## src/rtl/div_pkg.sv

```systemverilog
// Shared state type, divide-by-zero pattern and magnitude helper for seq_divider.
// Operands up to MAX_W bits are supported by the helper.
package div_pkg;

    localparam int unsigned MAX_W = 64;

    typedef enum logic [1:0] {IDLE, CALC, FIX, DONE} div_state_t;

    localparam logic [MAX_W-1:0] DIV0_QUO = '1;

    // Caller sign-extends its operand to MAX_W bits and truncates the result back.
    function automatic logic [MAX_W-1:0] abs_op(input logic [MAX_W-1:0] v);
        return v[MAX_W-1] ? -v : v;
    endfunction

endpackage

```

## src/rtl/seq_divider_step.sv

```systemverilog
// One radix-2 restoring division iteration on magnitudes (purely combinational).
module seq_divider_step #(
    parameter int unsigned WIDTH = 32
) (
    input  logic [WIDTH:0]   i_rem,
    input  logic [WIDTH-1:0] i_quo,
    input  logic [WIDTH-1:0] i_dvsr,
    output logic [WIDTH:0]   o_rem,
    output logic [WIDTH-1:0] o_quo
);

    logic [WIDTH+1:0] w_shift;
    logic             w_fit;

    assign w_shift = {i_rem, i_quo[WIDTH-1]};
    assign w_fit   = (w_shift >= {2'b00, i_dvsr});
    assign o_rem   = w_fit ? (WIDTH+1)'(w_shift - {2'b00, i_dvsr}) : w_shift[WIDTH:0];
    assign o_quo   = {i_quo[WIDTH-2:0], w_fit};

endmodule

```

## src/rtl/seq_divider.sv

```systemverilog
// Multi-cycle signed divider, z = {remainder, quotient}, WIDTH+2 cycles per operation.
// Define SEQ_DIVIDER_UNSIGNED_EN to add the i_is_signed port for unsigned operation.
module seq_divider
    import div_pkg::*;
#(
    parameter int unsigned WIDTH = 32
) (
`ifdef SEQ_DIVIDER_UNSIGNED_EN
    input  logic               i_is_signed,
`endif
    input  logic               clk,
    input  logic               rst_n,
    input  logic               i_start,
    input  logic [WIDTH-1:0]   i_dividend,
    input  logic [WIDTH-1:0]   i_divisor,
    output logic               o_busy,
    output logic               o_done,
    output logic [2*WIDTH-1:0] o_z,
    output logic               o_div_by_zero
);

    localparam int unsigned    CNT_W = $clog2(WIDTH + 1);
    localparam logic [CNT_W-1:0] LAST_CNT = CNT_W'(WIDTH - 1);

    div_state_t         r_state;
    logic [CNT_W-1:0]   r_cnt;
    logic [WIDTH:0]     r_rem;
    logic [WIDTH-1:0]   r_quo;
    logic [WIDTH-1:0]   r_dvsr;
    logic               r_neg_dvd;
    logic               r_neg_dvs;
    logic               r_busy;
    logic               r_done;
    logic [2*WIDTH-1:0] r_z;
    logic               r_dbz;

    logic               w_signed;
    logic [WIDTH-1:0]   w_dvd_mag;
    logic [WIDTH-1:0]   w_dvs_mag;
    logic [WIDTH:0]     w_rem_nxt;
    logic [WIDTH-1:0]   w_quo_nxt;
    logic [WIDTH-1:0]   w_quo_fix;
    logic [WIDTH-1:0]   w_rem_fix;

`ifdef SEQ_DIVIDER_UNSIGNED_EN
    assign w_signed = i_is_signed;
`else
    assign w_signed = 1'b1;
`endif

    assign w_dvd_mag = w_signed ? WIDTH'(abs_op(MAX_W'($signed(i_dividend)))) : i_dividend;
    assign w_dvs_mag = w_signed ? WIDTH'(abs_op(MAX_W'($signed(i_divisor))))  : i_divisor;

    // Remainder follows the dividend's sign; quotient is negative when signs differ.
    assign w_quo_fix = (r_neg_dvd ^ r_neg_dvs) ? -r_quo : r_quo;
    assign w_rem_fix = r_neg_dvd ? -r_rem[WIDTH-1:0] : r_rem[WIDTH-1:0];

    seq_divider_step #(
        .WIDTH (WIDTH)
    ) u_step (
        .i_rem  (r_rem),
        .i_quo  (r_quo),
        .i_dvsr (r_dvsr),
        .o_rem  (w_rem_nxt),
        .o_quo  (w_quo_nxt)
    );

    always_ff @(posedge clk or negedge rst_n) begin
        if (!rst_n) begin
            r_state   <= IDLE;
            r_cnt     <= '0;
            r_rem     <= '0;
            r_quo     <= '0;
            r_dvsr    <= '0;
            r_neg_dvd <= 1'b0;
            r_neg_dvs <= 1'b0;
            r_busy    <= 1'b0;
            r_done    <= 1'b0;
            r_z       <= '0;
            r_dbz     <= 1'b0;
        end else begin
            unique case (r_state)
                IDLE, DONE: begin
                    r_done <= 1'b0;
                    if (i_start) begin
                        if (i_divisor == '0) begin
                            r_z     <= {i_dividend, DIV0_QUO[WIDTH-1:0]};
                            r_dbz   <= 1'b1;
                            r_done  <= 1'b1;
                            r_state <= DONE;
                        end else begin
                            r_neg_dvd <= w_signed & i_dividend[WIDTH-1];
                            r_neg_dvs <= w_signed & i_divisor[WIDTH-1];
                            r_rem     <= '0;
                            r_quo     <= w_dvd_mag;
                            r_dvsr    <= w_dvs_mag;
                            r_cnt     <= '0;
                            r_busy    <= 1'b1;
                            r_state   <= CALC;
                        end
                    end else begin
                        r_state <= IDLE;
                    end
                end
                CALC: begin
                    r_rem <= w_rem_nxt;
                    r_quo <= w_quo_nxt;
                    r_cnt <= r_cnt + CNT_W'(1);
                    if (r_cnt == LAST_CNT) begin
                        r_state <= FIX;
                    end
                end
                FIX: begin
                    r_z     <= {w_rem_fix, w_quo_fix};
                    r_dbz   <= 1'b0;
                    r_busy  <= 1'b0;
                    r_done  <= 1'b1;
                    r_state <= DONE;
                end
                default: begin
                    r_state <= IDLE;
                end
            endcase
        end
    end

    assign o_busy        = r_busy;
    assign o_done        = r_done;
    assign o_z           = r_z;
    assign o_div_by_zero = r_dbz;

endmodule

```

## config.mk

```make
export PLATFORM = sky130hd
export DESIGN_NAME = seq_divider
export DESIGN_NICKNAME = d
export VERILOG_FILES = /design/src/rtl/div_pkg.sv /design/src/rtl/seq_divider_step.sv /design/src/rtl/seq_divider.sv
export SDC_FILE = /design/constraint.sdc
export NUM_CORES = 1
export LEC_CHECK = 0
export CORE_MARGIN = 2
export CORE_UTILIZATION = 40
export CTS_BUF_LIST = sky130_fd_sc_hd__clkbuf_16
export DETAILED_ROUTE_END_ITERATION = 6
export PLACE_DENSITY_LB_ADDON = 0.12
export REMOVE_ABC_BUFFERS = 1
export SLEW_MARGIN = 25
export SYNTH_ARGS = -nofsm -noshare
export SYNTH_HDL_FRONTEND = slang
export SYNTH_SLANG_ARGS = --single-unit
```

## constraint.sdc

```tcl
create_clock -name clk -period 7.5 [get_ports clk]
set_input_delay 1.5 -clock clk [delete_from_list [all_inputs] [get_ports clk]]
set_output_delay 1.5 -clock clk [all_outputs]
set_load 0.01 [all_outputs]
```

; ---- Yosys cells after proc, flatten, opt, wreduce, memory -nomap -nowiden
; Cells that the tools add are included.
[totals]
register_bits = 174
inputBits = 67
out_inout_bits = 67
wordCells = 67
[classes]
n_addsub = 6
n_lt_le_gt_ge = 1
eq_ne = 8
n_mux = 30
bitwise_logic = 2
n_reduce_logical = 9
[op_table]
columns = operator, count
row1 = $mux W32, 6
row2 = $mux W64, 2
row3 = $neg A32 Y32, 4
row4 = $pmux W64 S2, 1
row5 = $mux W33, 3
row6 = $pmux W33 S2, 1
row7 = $pmux W32 S2, 1
row8 = $ge A34 B32 Y1, 1
row9 = $sub A33 B32 Y33, 1
row10 = $logic_not A32 Y1, 1
row11 = $mux W6, 2
row12 = $pmux W6 S2, 1
row13 = $reduce_and A3 Y1, 4
row14 = $ne A2 B2 Y1 const B, 4
row15 = $add A6 B1 Y6 const B, 1
row16 = $eq A6 B5 Y1 const B, 1
row17 = $mux W1, 6
row18 = $mux W2, 3
row19 = $pmux W1 S2, 3
row20 = $pmux W2 S3, 1
row21 = $eq A2 B2 Y1 const B, 2
row22 = $reduce_bool A2 Y1, 2
row23 = $eq A2 B1 Y1 const B, 1
row24 = $logic_not A2 Y1, 1
row25 = 3 further kinds, 3

; ---- Depth between registers and ports, before layout
[logic_depth]
ltp_word = 5
ltp_mapped = 14
depth_no_buf = 13

; ---- Cells and area by module
; A second synthesis with hierarchy kept.
[hier_totals]
cells_unflattened = 1504
area_unflattened_um2 = 12804.8
[modules_own_cells]
columns = module, n_inst, cells_each, area_per_inst_um2, seq_area_each_um2
row1 = seq_divider, 1, 1124, 10020.9, 4354.2
row2 = seq_divider_step, 1, 380, 2783.9, 0.0

; ---- Worst setup path before layout
; No wires, ideal clock.
[synth_timing]
path_kind = input -> register
start = input i_divisor[0]
end = register r_z[32], in the netlist o_z[32]
setup_time_ns = 0.126
arrival_time_ns = 3.589
required_time_ns = 7.374
slack_ns = 3.786
path_stages = 11
path_buffers = 2
cell_sequence = inv_1 -> ha_1 -> or3b_1 -> nor4b_1 -> nand3_1 -> nor4_1 -> nand3_1 -> nand2_1 -> buf_4 -> buf_2 -> a21oi_1
[synth_via]
elab_chain_len = 3
[synth_lines]
columns = element, line
row1 = "start, declared", seq_divider.sv:15  ; input logic [WIDTH-1:0] i_divisor,
row2 = $logic_not A32 Y1, seq_divider.sv:86  ; if (i_divisor == '0) begin
row3 = $ne A2 B2 Y1 (no source line), -
row4 = $reduce_and A3 Y1 (no source line), -
row5 = "end signal, assigned", seq_divider.sv:87  ; r_z <= {i_dividend, DIV0_QUO[WIDTH-1:0]};
row6 = "end signal, assigned", seq_divider.sv:114  ; r_z <= {w_rem_fix, w_quo_fix};
row7 = "end, declared", seq_divider.sv:34  ; logic [2*WIDTH-1:0] r_z;
; Every way passes these cells.
; A chain may end at the register's enable or synchronous reset.

; ---- Worst setup path in the final report
[layout_timing]
start = input i_divisor[0]
end = register r_z[57], in the netlist o_z[57]
; Same word-level chain as after synthesis.

==> impl_metrics.py <==
metrics = {
    "status": {
        "status": "completed",
    },
    "clock_tree": {
        "cts_resized": 0,
        "cts_tree": "yes",
        "hold_buffers": 0,
        "cts_setup_buffers": 0,
        "cts_sinks": 174,
        "clock_latency_ns": 0.44,
        "clkSlewWorstSetupHoldPaths_ns": 0.07,
        "cts-htree-levels": 4,
        "cts_inserted_buffers": 17,
        "clockRootBuffer": "clkbuf_16",
        "clk_path_buf_depth": 2,
    },
    "synthesis": {
        "yosysWarnings": 0,
        "ys.flop_type": "dfrtp_1",
        "synthCells": 1387,
        "ys_seq_area_frac": 0.375,
        "syn-cell-area_mm2": 0.0116,
        "async_flop_share": 1.00,
        "synth_cell_types": 70,
        "yosys.area.top_type": "dfrtp_1",
        "synth-edff-count": 0,
        "synth_seq_cells": 174,
        "avgSynthCellArea_um2": 8.37,
        "yosysTopAreaCellShare": 0.375,
        "yosys-top-cells-area": "dfrtp_1, xor2_1, nand2_1",
    },
    "global_route": {
        "grt_antenna_before_repair": 0,
        "grt_pass1_vias": 9795,
        "overflow": 0,
        "grt.total_usage": 0.213,
        "grt_max_degree": 73,
        "grt_pass1_wl_um": 51800,
    },
    "floorplan": {
        "io_pins": 134,
        "die-area_mm2": 0.0304,
        "chipHeight_um": 174,
        "core_area_mm2": 0.0286,
        "initial_core_util": 0.406,
        "rows": 62,
        "die_x_um": 174,
    },
    "placed_design": {
        "portBuffers": 133,
        "preCtsSetupSlack_ns": 2.04,
        "place_congestion": 0.854,
        "hpwl_um": 24100,
        "place_inst": 1841,
    },
    "setup_path": {
        "r2r_slack_ns": 3.69,
        "timing.rr.end": "r_quo[0]$_DFFE_PN0P_",
        "worstPathCellList": "clkdlybuf4s50_1 > inv_1 > ha_1 > or3b_1 > nor4b_1 > nand3_1 > nor4_1 > nand3_1 > nand2_4 > a21oi_1 > a21oi_1 > a21o_1",
        "cp.arrival_ns": 5.50,
        "crit_path_max_fanout": 59,
        "slowest_stage": "nor4_1",
        "startpoint": "i_divisor[0]",
        "rr_startpoint": "r_quo[31]$_DFFE_PN0P_",
        "required_ns": 7.88,
        "worstSetupPathType": "in2reg",
        "crit_path_start_kind": "primary input",
        "cp-end-kind": "flip-flop",
        "rr_worst_depth": 13,
        "cp_num_buf_inv": 2,
        "critPathMaxStageDelay_ns": 0.81,
        "path_delay_family": "simple AND/OR/NAND/NOR gates",
    },
    "final_layout": {
        "layout_common_cells": "dfrtp_1, nand2_1, clkdlybuf4s50_1",
        "multi_input_area_mm2": 0.00675,
        "fillers": 2814,
        "layout_commonest_cell": "dfrtp_1",
        "nets": 1584,
        "drive_above_1_share": 0.0457,
        "n_antenna_cell": 0,
        "post_layout_nonfiller_instances": 1873,
        "syn_to_final_growth_pct": 19.5,
        "regArea_mm2": 0.00435,
    },
    "power": {
        "power_density_mw_per_mm2": 480,
        "leakage_uw": 0.00573,
        "ir_drop_mv": 0.250,
    },
    "sta": {
        "finalWorstSetupSlack_ns": 2.38,
        "worst_slew_pin_slew_ns": 1.00,
        "hold_viol_final": 0,
        "slew_headroom": 0.326,
        "whs_ns": 0.477,
        "fmax_mhz": 195,
        "fin_crit_ns": 5.12,
        "tns_ns": 0,
        "finalSetupViolCount": 0,
        "fin_crit_sh": 0.683,
        "rsz0062_at_grt": "no",
        "final_max_slew_viol_count": 0,
        "finClkSkew_ns": 0.0130,
    },
    "min_path": {
        "hp-start": "r_dvsr[18]$_DFFE_PN0P_",
        "holdCritPathClass": "reg2reg",
        "hold_end": "r_dvsr[18]$_DFFE_PN0P_",
        "whs_path_depth": 2,
    },
    "flow_run": {
        "drv_cap": 0,
    },
    "detailed_routing": {
        "avgViaCountPerCell": 5.48,
        "initialDrtViolationCount": 652,
        "drc_errors": 0,
        "drtAntennaViolNets": 0,
        "drt_wl_total_um": 32100,
        "num_vias": 10300,
        "wl_per_cell_um": 17.1,
        "drtPass1Iterations": 6,
    },
}
-- flip-flops by register name (all words and copies together), names as in the netlist --
signal and count:
r_quo 32, r_rem 33, o_busy 1, r_dvsr 32, r_state 2, o_div_by_zero 1
o_z 64, r_neg_dvd 1, o_done 1, r_cnt 6, r_neg_dvs 1
-- stage by stage --
stage | utilization | area, µm² | total power [µW]
finish | 0.484 | 13900 | 6660
CTS | 0.485 | 13900 | 6680
global placement | 0.462 | 13200 | 5650
global route | 0.484 | 13900 | 7250
detailed placement | 0.462 | 13200 | 5680
floorplan | - | 11300 | 4410
-- how the worst max path moves through the flow --
stage / to / depth (start not counted) / slack, ns
6_report: o_z[57]$_DFFE_PN0P_ / 12 / 2.38
5_1_grt: o_z[57]$_DFFE_PN0P_ / 12 / 2.17
4_1_cts: r_quo[0]$_DFFE_PN0P_ / 11 / 2.50
3_5_place_dp: r_quo[0]$_DFFE_PN0P_ / 11 / 2.04
3_3_place_gp: o_z[57]$_DFFE_PN0P_ / 12 / 1.78
2_1_floorplan: r_quo[31]$_DFFE_PN0P_ / 10 / 2.99
-- routing by layer --
metal  vias up  track usage  share of wire
met1      4866        0.284           0.47
met3        48       0.0238          0.036
li1       5121            -              -
met2       237        0.358           0.47
met4         0       0.0721          0.023
met5         -            0              0
-- cell usage after synthesis, types with 15 or more instances --
master      n
nor3_1     15
or3_1      19
nor2_1    111
inv_1      59
ha_1       40
xor2_1     80
dfrtp_1   174
xnor2_1    70
o21ai_0    97
nand2_1   170
or4_1      18
o31ai_1    27
a21oi_1   124
o21ai_1    73
a22oi_1    43
mux2i_1    25
buf_2      21
clkbuf_1   49
-- area by class of cell --
type / count / area share
clock buffer: 17 / 0.0307
sequential: 174 / 0.314
inverter: 61 / 0.0165
multi-input combinational: 1077 / 0.487
timing repair buffer: 145 / 0.102
clock inverter: 15 / 0.0152
tap: 384 / 0.0346
-- power by group --
part	leakage [µW]	internal, µW	switching, µW
Clock	0.000309	565	414
Combinational	0.00330	1640	2250
Sequential	0.00213	1360	429
-- worst min-delay path, delay by kind of cell, from the launching register on --
kind / cells / cell delay (ns)
AND/OR/NAND/NOR: 1 / 0.05
AO/OA/AOI/OAI: 1 / 0.06
flip-flops: 1 / 0.34
-- cells by family after synthesis --
| kind of cell | after synthesis | synth area share |
|---|---|---|
| AOI/OAI and AO/OA | 453 | 0.236 |
| xor gates and xnor gates | 150 | 0.113 |
| buffers and inverters | 136 | 0.0472 |
| adders and majority gates | 41 | 0.0448 |
| and+or+nand+nor | 406 | 0.160 |
| DFF | 174 | 0.375 |
| muxes | 27 | 0.0235 |
Note: power is estimated with default switching activity, not from simulation.
